`src/rtl/pipe_ctrl_pkg.sv`:
```
// Shared constants for the pipeline stall/flush controller: FSM encodings,
// register-zero address and default timing parameters.
package pipe_ctrl_pkg;

  localparam logic [1:0] ST_RUN      = 2'd0;
  localparam logic [1:0] ST_DIV_WAIT = 2'd1;
  localparam logic [1:0] ST_MEM_WAIT = 2'd2;
  localparam logic [1:0] ST_FLUSH    = 2'd3;

  localparam logic [4:0] REG_ZERO = 5'd0;

  localparam int DIV_CYCLES_DEFAULT   = 32;
  localparam int FLUSH_CYCLES_DEFAULT = 1;

  // Dependency checker slots
  localparam int DEP_EX_LOAD  = 0;
  localparam int DEP_EX_MFC0  = 1;
  localparam int DEP_MEM_MFC0 = 2;
  localparam int NUM_DEP      = 3;

  typedef logic [4:0] reg_addr_t;

endpackage

```
`src/rtl/hazard_dep_chk.sv`:
```
// Combinational check: does the ID instruction read register rd?
// Register $0 never produces a dependency.
module hazard_dep_chk
  import pipe_ctrl_pkg::*;
(
  input  logic [4:0] rs,
  input  logic [4:0] rt,
  input  logic       rs_used,
  input  logic       rt_used,
  input  logic [4:0] rd,
  output logic       dep
);

  logic rs_hit;
  logic rt_hit;

  assign rs_hit = rs_used & (rs == rd) & (rd != REG_ZERO);
  assign rt_hit = rt_used & (rt == rd) & (rd != REG_ZERO);
  assign dep    = rs_hit | rt_hit;

endmodule

```
`src/rtl/pipe_hazard_ctrl.sv`:
```
// Stall/flush scheduler for the 5-stage pipeline (flush > freeze > bubbles).
// Optional perf counters enabled with `define PIPE_HAZARD_CTRL_PERF_EN.
module pipe_hazard_ctrl
  import pipe_ctrl_pkg::*;
#(
  parameter int DIV_CYCLES   = DIV_CYCLES_DEFAULT,
  parameter int FLUSH_CYCLES = FLUSH_CYCLES_DEFAULT
) (
  input  logic       clk,
  input  logic       resetn,
  input  logic [4:0] id_rs,
  input  logic [4:0] id_rt,
  input  logic       id_rs_used,
  input  logic       id_rt_used,
  input  logic [4:0] ex_rd,
  input  logic       ex_rf_we,
  input  logic       ex_is_load,
  input  logic       ex_is_mfc0,
  input  logic [4:0] mem_rd,
  input  logic       mem_rf_we,
  input  logic       mem_is_mfc0,
  input  logic       div_issue,
  input  logic       ram_wait,
  input  logic       cp0_ex_commit,
  input  logic       cp0_eret,
  output logic       pc_stall,
  output logic       ifid_stall,
  output logic       hazard_stall,
  output logic       exe_stall,
  output logic       ie_mfc0_hazard_stall,
  output logic       im_mfc0_hazard_stall,
  output logic       int_flush,
  output logic [1:0] ctrl_state
`ifdef PIPE_HAZARD_CTRL_PERF_EN
  ,
  output logic [31:0] perf_stall_cnt,
  output logic [31:0] perf_flush_cnt
`endif
);

  localparam int DW = (DIV_CYCLES < 1) ? 1 : $clog2(DIV_CYCLES + 1);
  localparam int FW = (FLUSH_CYCLES < 1) ? 1 : $clog2(FLUSH_CYCLES + 1);

  logic [1:0]    state_reg, state_next;
  logic [DW-1:0] div_cnt_reg, div_cnt_next;
  logic [FW-1:0] flush_cnt_reg, flush_cnt_next;

  logic              freeze;
  logic              flush;
  logic              bubble_en;
  logic [NUM_DEP-1:0] dep;
  reg_addr_t         chk_rd [NUM_DEP];

  logic b_load;
  logic b_ie;
  logic b_im;

  genvar gi;
  generate
    for (gi = 0; gi < NUM_DEP; gi++) begin : g_dep
      assign chk_rd[gi] = (gi == DEP_MEM_MFC0) ? mem_rd : ex_rd;
      hazard_dep_chk u_dep (
        .rs      (id_rs),
        .rt      (id_rt),
        .rs_used (id_rs_used),
        .rt_used (id_rt_used),
        .rd      (chk_rd[gi]),
        .dep     (dep[gi])
      );
    end
  endgenerate

  // A non-zero div_cnt means a divide is still occupying EX, whether we are
  // in DIV_WAIT or parked in MEM_WAIT; leaving MEM_WAIT resumes the countdown
  // in the same cycle so the freeze stays continuous.
  always_comb begin
    state_next     = state_reg;
    div_cnt_next   = div_cnt_reg;
    flush_cnt_next = flush_cnt_reg;
    freeze         = 1'b0;
    flush          = 1'b0;
    bubble_en      = 1'b0;
    if (cp0_ex_commit | cp0_eret) begin
      flush          = 1'b1;
      div_cnt_next   = '0;
      flush_cnt_next = FW'(FLUSH_CYCLES);
      state_next     = (FLUSH_CYCLES == 0) ? ST_RUN : ST_FLUSH;
    end else if (state_reg == ST_FLUSH) begin
      flush          = 1'b1;
      flush_cnt_next = flush_cnt_reg - FW'(1);
      if (flush_cnt_reg <= FW'(1)) begin
        flush_cnt_next = '0;
        state_next     = ST_RUN;
      end
    end else if (ram_wait) begin
      freeze     = 1'b1;
      state_next = ST_MEM_WAIT;
    end else if (div_cnt_reg != '0) begin
      freeze       = 1'b1;
      div_cnt_next = div_cnt_reg - DW'(1);
      state_next   = (div_cnt_reg == DW'(1)) ? ST_RUN : ST_DIV_WAIT;
    end else begin
      bubble_en  = 1'b1;
      state_next = ST_RUN;
      if (div_issue) begin
        div_cnt_next = DW'(DIV_CYCLES);
        state_next   = (DIV_CYCLES == 0) ? ST_RUN : ST_DIV_WAIT;
      end
    end
  end

  assign b_load = bubble_en & ex_is_load  & ex_rf_we  & dep[DEP_EX_LOAD];
  assign b_ie   = bubble_en & ex_is_mfc0  & ex_rf_we  & dep[DEP_EX_MFC0];
  assign b_im   = bubble_en & mem_is_mfc0 & mem_rf_we & dep[DEP_MEM_MFC0];

  // Outputs are forced quiet while reset is asserted
  assign hazard_stall         = resetn & b_load;
  assign ie_mfc0_hazard_stall = resetn & b_ie;
  assign im_mfc0_hazard_stall = resetn & b_im;
  assign exe_stall            = resetn & freeze;
  assign pc_stall             = resetn & (freeze | b_load | b_ie | b_im);
  assign ifid_stall           = pc_stall;
  assign int_flush            = resetn & flush;
  assign ctrl_state           = resetn ? state_reg : ST_RUN;

  always_ff @(posedge clk) begin
    if (!resetn) begin
      state_reg     <= ST_RUN;
      div_cnt_reg   <= '0;
      flush_cnt_reg <= '0;
    end else begin
      state_reg     <= state_next;
      div_cnt_reg   <= div_cnt_next;
      flush_cnt_reg <= flush_cnt_next;
    end
  end

`ifdef PIPE_HAZARD_CTRL_PERF_EN
  always_ff @(posedge clk) begin
    if (!resetn) begin
      perf_stall_cnt <= '0;
      perf_flush_cnt <= '0;
    end else begin
      if (pc_stall && (perf_stall_cnt != 32'hFFFF_FFFF))
        perf_stall_cnt <= perf_stall_cnt + 32'd1;
      if (int_flush && (perf_flush_cnt != 32'hFFFF_FFFF))
        perf_flush_cnt <= perf_flush_cnt + 32'd1;
    end
  end
`endif

endmodule

```
`config.mk`:
```
export PLATFORM = sky130hd
export DESIGN_NAME = pipe_hazard_ctrl
export DESIGN_NICKNAME = d
export VERILOG_FILES = /design/src/rtl/pipe_ctrl_pkg.sv /design/src/rtl/hazard_dep_chk.sv /design/src/rtl/pipe_hazard_ctrl.sv
export SDC_FILE = /design/constraint.sdc
export NUM_CORES = 1
export LEC_CHECK = 0
export BUFFER_PORTS_ARGS = -buffer_cell sky130_fd_sc_hd__buf_2
export CORE_UTILIZATION = 42
export DETAILED_ROUTE_END_ITERATION = 16
export PLACE_DENSITY = 0.75
export REMOVE_ABC_BUFFERS = 1
export SLEW_MARGIN = 20
export SYNTH_ARGS = -nofsm -noshare
export SYNTH_HDL_FRONTEND = slang
export SYNTH_HIERARCHICAL = 1
export SYNTH_SLANG_ARGS = --single-unit
```
`constraint.sdc`:
```
create_clock -name clk -period 1.5 [get_ports clk]
set_clock_uncertainty 0.15 [all_clocks]
set_input_delay 0 -clock clk [delete_from_list [all_inputs] [get_ports clk]]
set_output_delay 0 -clock clk [all_outputs]
set_load 0.05 [all_outputs]
```
[Word level (Yosys, flattened, before mapping)]
Index checks and enable logic that the tools add are counted.
W data, S select, Z words.
Cells by class
  $lt $le $gt $ge: 1
  equal/unequal tests: 7
  mux-type cells: 23
  add/subtract/negate cells: 2
  bitwise gates (word level): 32
  reduce and logical (&&, ||, !) cells: 7
Operators by type and width (number)
  $and A1 B1 Y1: 23
  $eq A5 B5 Y1: 4
  $mux W1: 16
  $mux W6: 2
  $mux W2: 5
  $reduce_bool A5 Y1: 2
  $eq A6 B1 Y1 const B: 1
  $or A1 B1 Y1: 6
  $reduce_bool A6 Y1: 1
  $sub A6 B1 Y6 const B: 1
  $reduce_bool A2 Y1: 2
  $ne A3 B2 Y1 const B: 1
  $not A1 Y1: 3
  $reduce_and A3 Y1: 1
  $eq A2 B2 Y1 const B: 1
  $reduce_or A2 Y1: 1
  $le A1 B1 Y1 const B: 1
  $sub A1 B1 Y1 const B: 1
Word-level totals
  word-level logic and storage cells: 75
  register bits: 9

[Depth between registers and ports, before layout]
Gate-level depths: netlist (run 1).
  word-level depth: 12
  gate-level depth with buffers: 8

[Hierarchy]
The synthesis (run 1) kept the hierarchy.
Modules (own cells, without submodules)
  pipe_hazard_ctrl: area an instance 540.5 um^2, times used 1, cells an instance 66
  hazard_dep_chk: area an instance 132.6 um^2, times used 3, cells an instance 17

[Least setup slack after synthesis (run 1)]
Ideal clock, no wire load.
  kind: register -> output
  from: reg div_cnt_reg[3]
  to: out im_mfc0_hazard_stall
  stages on the path, launching flop included: 4
  required time: 1350 ps
  path slack: -1045 ps
  data arrival time: 2395 ps
  path through: dfxtp_1 nor4_4 nand2_2 nor4_1
Between the ends
  word-level cells in the longest chain between the ends: 9
Ends and longest elaborated chain
  start, declared: RTL line pipe_hazard_ctrl.sv:45  | logic [DW-1:0] div_cnt_reg, div_cnt_next;
  start signal, assigned: RTL line pipe_hazard_ctrl.sv:133  | div_cnt_reg <= div_cnt_next;
  $reduce_bool A6 Y1: RTL line pipe_hazard_ctrl.sv:98  | end else if (div_cnt_reg != '0) begin
  $mux W1: RTL line pipe_hazard_ctrl.sv:98
  $mux W1: RTL line pipe_hazard_ctrl.sv:95  | end else if (ram_wait) begin
  $mux W1: RTL line pipe_hazard_ctrl.sv:88  | end else if (state_reg == ST_FLUSH) begin
  $mux W1: RTL line pipe_hazard_ctrl.sv:83  | if (cp0_ex_commit | cp0_eret) begin
  $and A1 B1 Y1 (3 in a row): RTL line pipe_hazard_ctrl.sv:114  | assign b_im = bubble_en & mem_is_mfc0 & mem_rf_we & dep[DEP_MEM_MFC0];
  $and A1 B1 Y1: RTL line pipe_hazard_ctrl.sv:119  | assign im_mfc0_hazard_stall = resetn & b_im;
  end, declared: RTL line pipe_hazard_ctrl.sv:31  | output logic im_mfc0_hazard_stall,
No other way between the ends.

[Final worst setup path (run 1)]
  from: reg div_cnt_reg[2]
  to: out hazard_stall
Between the ends
  word-level cells in the longest chain between the ends: 9
Ends and longest elaborated chain
  $reduce_bool A6 Y1: RTL line pipe_hazard_ctrl.sv:98
  $mux W1: RTL line pipe_hazard_ctrl.sv:98
  $mux W1: RTL line pipe_hazard_ctrl.sv:95
  $mux W1: RTL line pipe_hazard_ctrl.sv:88
  $mux W1: RTL line pipe_hazard_ctrl.sv:83
  $and A1 B1 Y1 (3 in a row): RTL line pipe_hazard_ctrl.sv:112  | assign b_load = bubble_en & ex_is_load & ex_rf_we & dep[DEP_EX_LOAD];
  $and A1 B1 Y1: RTL line pipe_hazard_ctrl.sv:117  | assign hazard_stall = resetn & b_load;
  end, declared: RTL line pipe_hazard_ctrl.sv:28  | output logic hazard_stall,
No other way between the ends.

==> metrics, run 1 <==
largest net degree at the start of global routing 7; Pwr per Cell Area around 450 nW/µm²; reg-to-reg endpoint div_cnt_reg[3]; routing usage on met2 0.4932; CP Launch Type register; synth top area cells xor2_1, dfxtp_1, xnor2_1; TritonCTS Buffers 3; Worst R2R Setup Slack -120 ps; Sink Count 8; die width 49.27 µm; number of global-route vias before repair around 1100; Synth area leader xor2_1; Rows 16; min-delay src cp0_ex_commit; Worst EP arrival 1680 ps; Starting Density 0.4641; final hold vios 0; Psw between 200 and 250 µW; DR iter-0 viols 20; Net Sw Frac 0.3560; Slew Limit Fails 0; Comb power frac 0.427; Pwr Total between 600 and 700 µW; leak pwr 0.6779 nW; met1 Use GR 0.2849; max-cap viol count 0; nets approximately 220; Worst-Margin Slew ~420 ps; nature of the critical path endpoint output pin; final setup margin -328.5 ps; Worst-path clk slew 60 ps; Via Count roughly 1200; Syn. warnings 6; routed length per placed instance between 10 and 15 µm; diodes inserted 0; antenna violations before repair 0; total gr overflow 0; Detailed Routing Iterations Pass 1 4; fmax about 550 MHz; CTS tree done; CP Data Required Time ~1400 ps; hold-critical path depth 4; final period utilization 1.219; worst-path fanout max 3; status complete, but fails checks; most common cell after layout, fill and taps aside buf_2; drt total wl between 3 and 4 mm; Worst R2R Path Depth 6; post-route ant nets 0; vias per inst 5.462; Area Growth Syn to Fin 63.73%; fill count ~140; # IOs between 40 and 50; worst-skew pair later-pin latency about 260 ps; layout cell share with drive strength beyond 1 0.4865; Avg Cell Area, Syn between 8 and 9 µm²; H-tree depth 1; Largest register FFs 6; FF+latch count, synth 8; Clock power frac 0.250; Synth cell types 32; area share of the largest cell type after synthesis 0.2240; commonest non-fill, non-tap cells in the layout buf_2, xor2_1, buf_4; failing checks negative setup slack; DRC violations left 0; first-pass GRT wire length ~4.7 mm; gr usage total 0.2529; PortBufs between 40 and 50; Max VDD drop 0.5167 mV; GRT busiest layer met2; sequential-to-total area share from yosys stat 0.1707; final setup vio count 11; core area 2022 µm²; DPL Wire Length roughly 2.1 mm; RePlAce Congestion between 0.9 and 1; Crit Path Category register to output pin; die area between 2000 and 2500 µm²; Max clock buf depth 2; clock root buffer master clkbuf_4; Hold EP state_reg[1]; Sequential Power Share 0.323; Rel. slew slack 0.7206; Int Pwr roughly 440 µW; min cycle time layout approximately 1800 ps; Hold WS between 60 and 70 ps; met3 usage 0.04984; unrepaired setup endpoints after global routing yes; worst min path class primary input to register; die height 49.27 µm; cell count after synthesis 117; worst r2r src div_cnt_reg[2]; Post-Syn Area between 900 and 1000 µm²
[final cells by class]
| cell class | count | area, µm² | share of cell area |
|---|---|---|---|
| multi-input combinational | 105 | 847.1 | 0.5513 |
| timing repair buffer | 66 | 455.4 | 0.2964 |
| sequential | 8 | 166.4 | 0.1083 |
| tap | 27 | 33.78 | 0.02199 |
| clock buffer | 3 | 22.52 | 0.01466 |
| inverter | 3 | 11.26 | 0.007329 |
[cells by family (layout without fill, tap and decap cells)]
family / after synthesis / in the layout / share of synthesized area
mux: 2 / 2 / 0.02133
compound gates: 21 / 21 / 0.1453
xor+xnor: 30 / 30 / 0.2800
buf+inv: 4 / 72 / 0.02000
simple gates: 49 / 49 / 0.3227
fa+ha+maj: 3 / 3 / 0.04000
flops: 8 / 8 / 0.1707
[per-layer routing]
layer / vias to the layer above / share of wire
li1: 560 / -
met1: 550 / 0.42
met2: 46 / 0.53
met3: 2 / 0.046
met4: 0 / 0.0070
met5: - / 0
[repair_timing]
action / in CTS / in global routing
setup buffers: 4 / 2
setup endpoints to repair: 10 / 12
hold buffers: 2 / 1
hold endpoints to repair: 2 / 1
gates resized for setup: 28 / 13
cloned: 0 / 0
pin swaps: 13 / 8
[through the flow]
stage	TNS [ps]	setup slack, ps	instances	util	area [µm²]
6_report	-1964	-328.5	212	0.7599	1536
5_1_grt	-2904	-429.3	212	0.7599	1536
4_1_cts	-1680	-328.7	209	0.7203	1456
3_5_place_dp	-1377	-301.1	202	0.6454	1305
3_3_place_gp	-1109	-249.5	202	0.6454	1305
2_1_floorplan	-3959	-1056	116	-	930.9
[synthesized netlist by cell type (all sizes together)]
master and n:
a21o 1, o21ai 2, ha 3, nand2 7, a21boi 3, a31oi 1
nor4 8, mux2i 2, and2 2, or3 1, buf 1, a21oi 9
nand3 9, nor2b 2, dfxtp 8, nor2 12, nor4b 1, xnor2 6
a311oi 1, inv 3, a22o 1, a2bb2oi 1, and3 2, or4 3
xor2 24, a211oi 2, or3b 1, nor3 1
[worst max-delay path, cell delays in order, from the launching register on]
cell     delay, ps
dfxtp_2        340
nor4_4         310
nand2_2        140
nor4b_4        270
and3_1         200
buf_6          160
[power groups by stage]
stage / registers (mW) / clock network [mW] / logic (mW)
2_1_floorplan: 0.226 / 0 / 0.135
3_3_place_gp: 0.226 / 0 / 0.249
6_report: 0.223 / 0.173 / 0.294
3_5_place_dp: 0.226 / 0 / 0.257
4_1_cts: 0.222 / 0.173 / 0.279
5_1_grt: 0.223 / 0.187 / 0.318
[worst max-delay path by stage]
stage | from | to | slack (ps) | depth (start not counted)
5_1_grt | div_cnt_reg[2] | ie_mfc0_hazard_stall | -430 | 5
3_3_place_gp | ex_rd[4] | ifid_stall | -250 | 9
4_1_cts | div_cnt_reg[3] | ie_mfc0_hazard_stall | -330 | 5
2_1_floorplan | mem_rd[2] | ifid_stall | -1060 | 6
6_report | div_cnt_reg[2] | hazard_stall | -330 | 5
3_5_place_dp | ex_rd[3] | ifid_stall | -300 | 9
No activity file was read; power rests on OpenSTA's default activity.
==> inputs of run 2 (changes only) <==
--- a/config.mk
+++ b/config.mk
@@ -8,8 +8,8 @@
 export BUFFER_PORTS_ARGS = -buffer_cell sky130_fd_sc_hd__buf_2
 export CORE_UTILIZATION = 42
 export DETAILED_ROUTE_END_ITERATION = 16
+export GPL_TIMING_DRIVEN = 0
 export PLACE_DENSITY = 0.75
-export REMOVE_ABC_BUFFERS = 1
 export SLEW_MARGIN = 20
 export SYNTH_ARGS = -nofsm -noshare
 export SYNTH_HDL_FRONTEND = slang
==> run 2 against run 1 <==
The flow still finishes with violations (negative setup slack); wire length shrank 6.5%; final cell count shrank 6.6%; critical path depth is the same; sequential share of layout area grew 1.3 points; non-clock buffer count shrank 14; setup slack lost 51 ps; cell area shrank 2.3%; register-to-register slack gained 120 ps; hold slack lost 13 ps; clock-buffer cell count is the same; total power shrank 3.1%; sequential power shrank 3%; critical path type unchanged; critical endpoint unchanged; highest routed layer unchanged.
==> metrics, run 2 (synthesis results as in run 1) <==
status complete, but fails checks; failing checks negative setup slack; total gr overflow 0; diodes inserted 0; DR iter-0 viols 5; DRC violations left 0; most common cell after layout, fill and taps aside buf_2; vias per inst between 5 and 6; Starting Density 0.4641; worst-skew pair later-pin latency 260 ps; Pwr per Cell Area roughly 450 nW/µm²; fmax 532.0 MHz; end point of the critical path hazard_stall; Max VDD drop 0.4969 mV; Area Growth Syn to Fin 60.00%; clock root buffer master clkbuf_4; die height a little under 50 µm; # IOs 42; Psw around 240 µW; final setup margin -379.8 ps; Comb power frac 0.435; worst-path fanout max 5; Rel. slew slack 0.7724; Max clock buf depth 2; Core Util, Final 0.7426; final setup vio count 6; post-route ant nets 0; Worst R2R Path Depth 5; number of global-route vias before repair 1030; RePlAce Congestion between 0.8 and 0.9; Worst-path clk slew around 50 ps; CP Launch Type register; Detailed Routing Iterations Pass 1 4; min cycle time layout 1880 ps; Sequential Power Share 0.323; drt total wl roughly 2.8 mm; die area 2428 µm²; final period utilization 1.253; min-delay src resetn; worst min path class primary input to register; Slew Limit Fails 0; Net Sw Frac 0.3571; Clock power frac 0.242; PortBufs 41; layout cell share with drive strength beyond 1 0.5146; DPL Wire Length around 2.0 mm; nets approximately 210; unrepaired setup endpoints after global routing yes; Via Count 1051; H-tree depth 1; CP max-delay cell dfxtp_4; TritonCTS Buffers 3; first-pass GRT wire length 4.478 mm; Crit Path Category register to output pin; CTS tree done; Int Pwr approximately 430 µW; antenna violations before repair 0; Post-Syn Nets roughly 150; commonest non-fill, non-tap cells in the layout buf_2, xor2_1, nor2_1; Largest register FFs 6; CP Launch Point div_cnt_reg[3]; reg-to-reg endpoint div_cnt_reg[3]; die width 49.27 µm; worst stage delay on the critical path between 300 and 400 ps; largest net degree at the start of global routing 8; core area between 2000 and 2500 µm²; max-cap viol count 0; gr usage total 0.2362; worst r2r src div_cnt_reg[3]; final hold vios 0; Rows 16; Worst-Margin Slew roughly 340 ps; nature of the critical path endpoint output pin; CP Data Required Time about 1400 ps; setup tns final -1864 ps; Worst R2R Setup Slack 0 ps; Worst EP arrival between 1500 and 2000 ps; leak pwr approximately 0.61 nW; CP Cell Sequence nor4_4 > nand2_2 > nor4b_4 > and3_4 > buf_8; routed length per placed instance around 14 µm; Sink Count 8; Hold WS around 54 ps
-- run 2: cell types whose count changed in the layout (fill, tap and decap cells not counted), sizes merged --
| cell | previous run | this run |
|---|---|---|
| buf | 63 | 49 |
-- run 2: worst min-delay path by stage --
stage,cells after the start,slack (ps),endpoint
2_1_floorplan,2,-3,state_reg[1]
3_3_place_gp,2,150,state_reg[0]
3_5_place_dp,2,160,state_reg[1]
4_1_cts,3,60,div_cnt_reg[3]
5_1_grt,3,80,div_cnt_reg[3]
6_report,3,50,div_cnt_reg[3]
-- run 2: critical path: cells and delay by family, from the launching register on --
family / cells / cell delay (ps)
DFF: 1 / 360
buffers and inverters: 1 / 140
and+or+nand+nor: 4 / 960
-- run 2: final cells by class --
type | count | area, µm²
well taps | 27 | 33.78
flip-flops and latches | 8 | 181.4
fillers | 159 | 520.5
plain buffers | 1 | 11.26
repair buffers | 51 | 345.3
multi-input cells | 105 | 895.9
inverters | 3 | 11.26
clock buffers | 3 | 22.52
-- run 2: what timing repair did --
item	4_1_cts	5_1_grt
endpoints found under the setup margin	11	12
setup buffers	4	3
gates resized for setup	25	26
hold buffers	3	0
endpoints found under the hold margin	2	0
pin swaps	6	8
-- run 2: per-stage QoR --
step	std cells	total power, mW	worst slack (ps)	area (µm²)
after floorplan	117	0.3701	-159.5	996.0
after global placement	185	0.4634	-309.1	1235
after detailed placement	185	0.4733	-369.2	1235
after CTS	195	0.6558	-366.7	1409
after global routing	198	0.7028	-465.4	1501
final	198	0.6687	-379.8	1501
-- run 2: layer usage --
layer	track usage	part of all wire
met3	0.05919	0.032
met1	0.2650	0.39
met2	0.4361	0.55
met4	0.05882	0.022
met5	0	0
-- run 2: power groups by stage --
stage | sequential [mW] | combinational (mW) | clock [mW]
2_1_floorplan | 0.226 | 0.144 | 0
3_3_place_gp | 0.227 | 0.237 | 0
3_5_place_dp | 0.227 | 0.246 | 0
4_1_cts | 0.221 | 0.268 | 0.166
5_1_grt | 0.216 | 0.314 | 0.172
6_report | 0.216 | 0.291 | 0.162
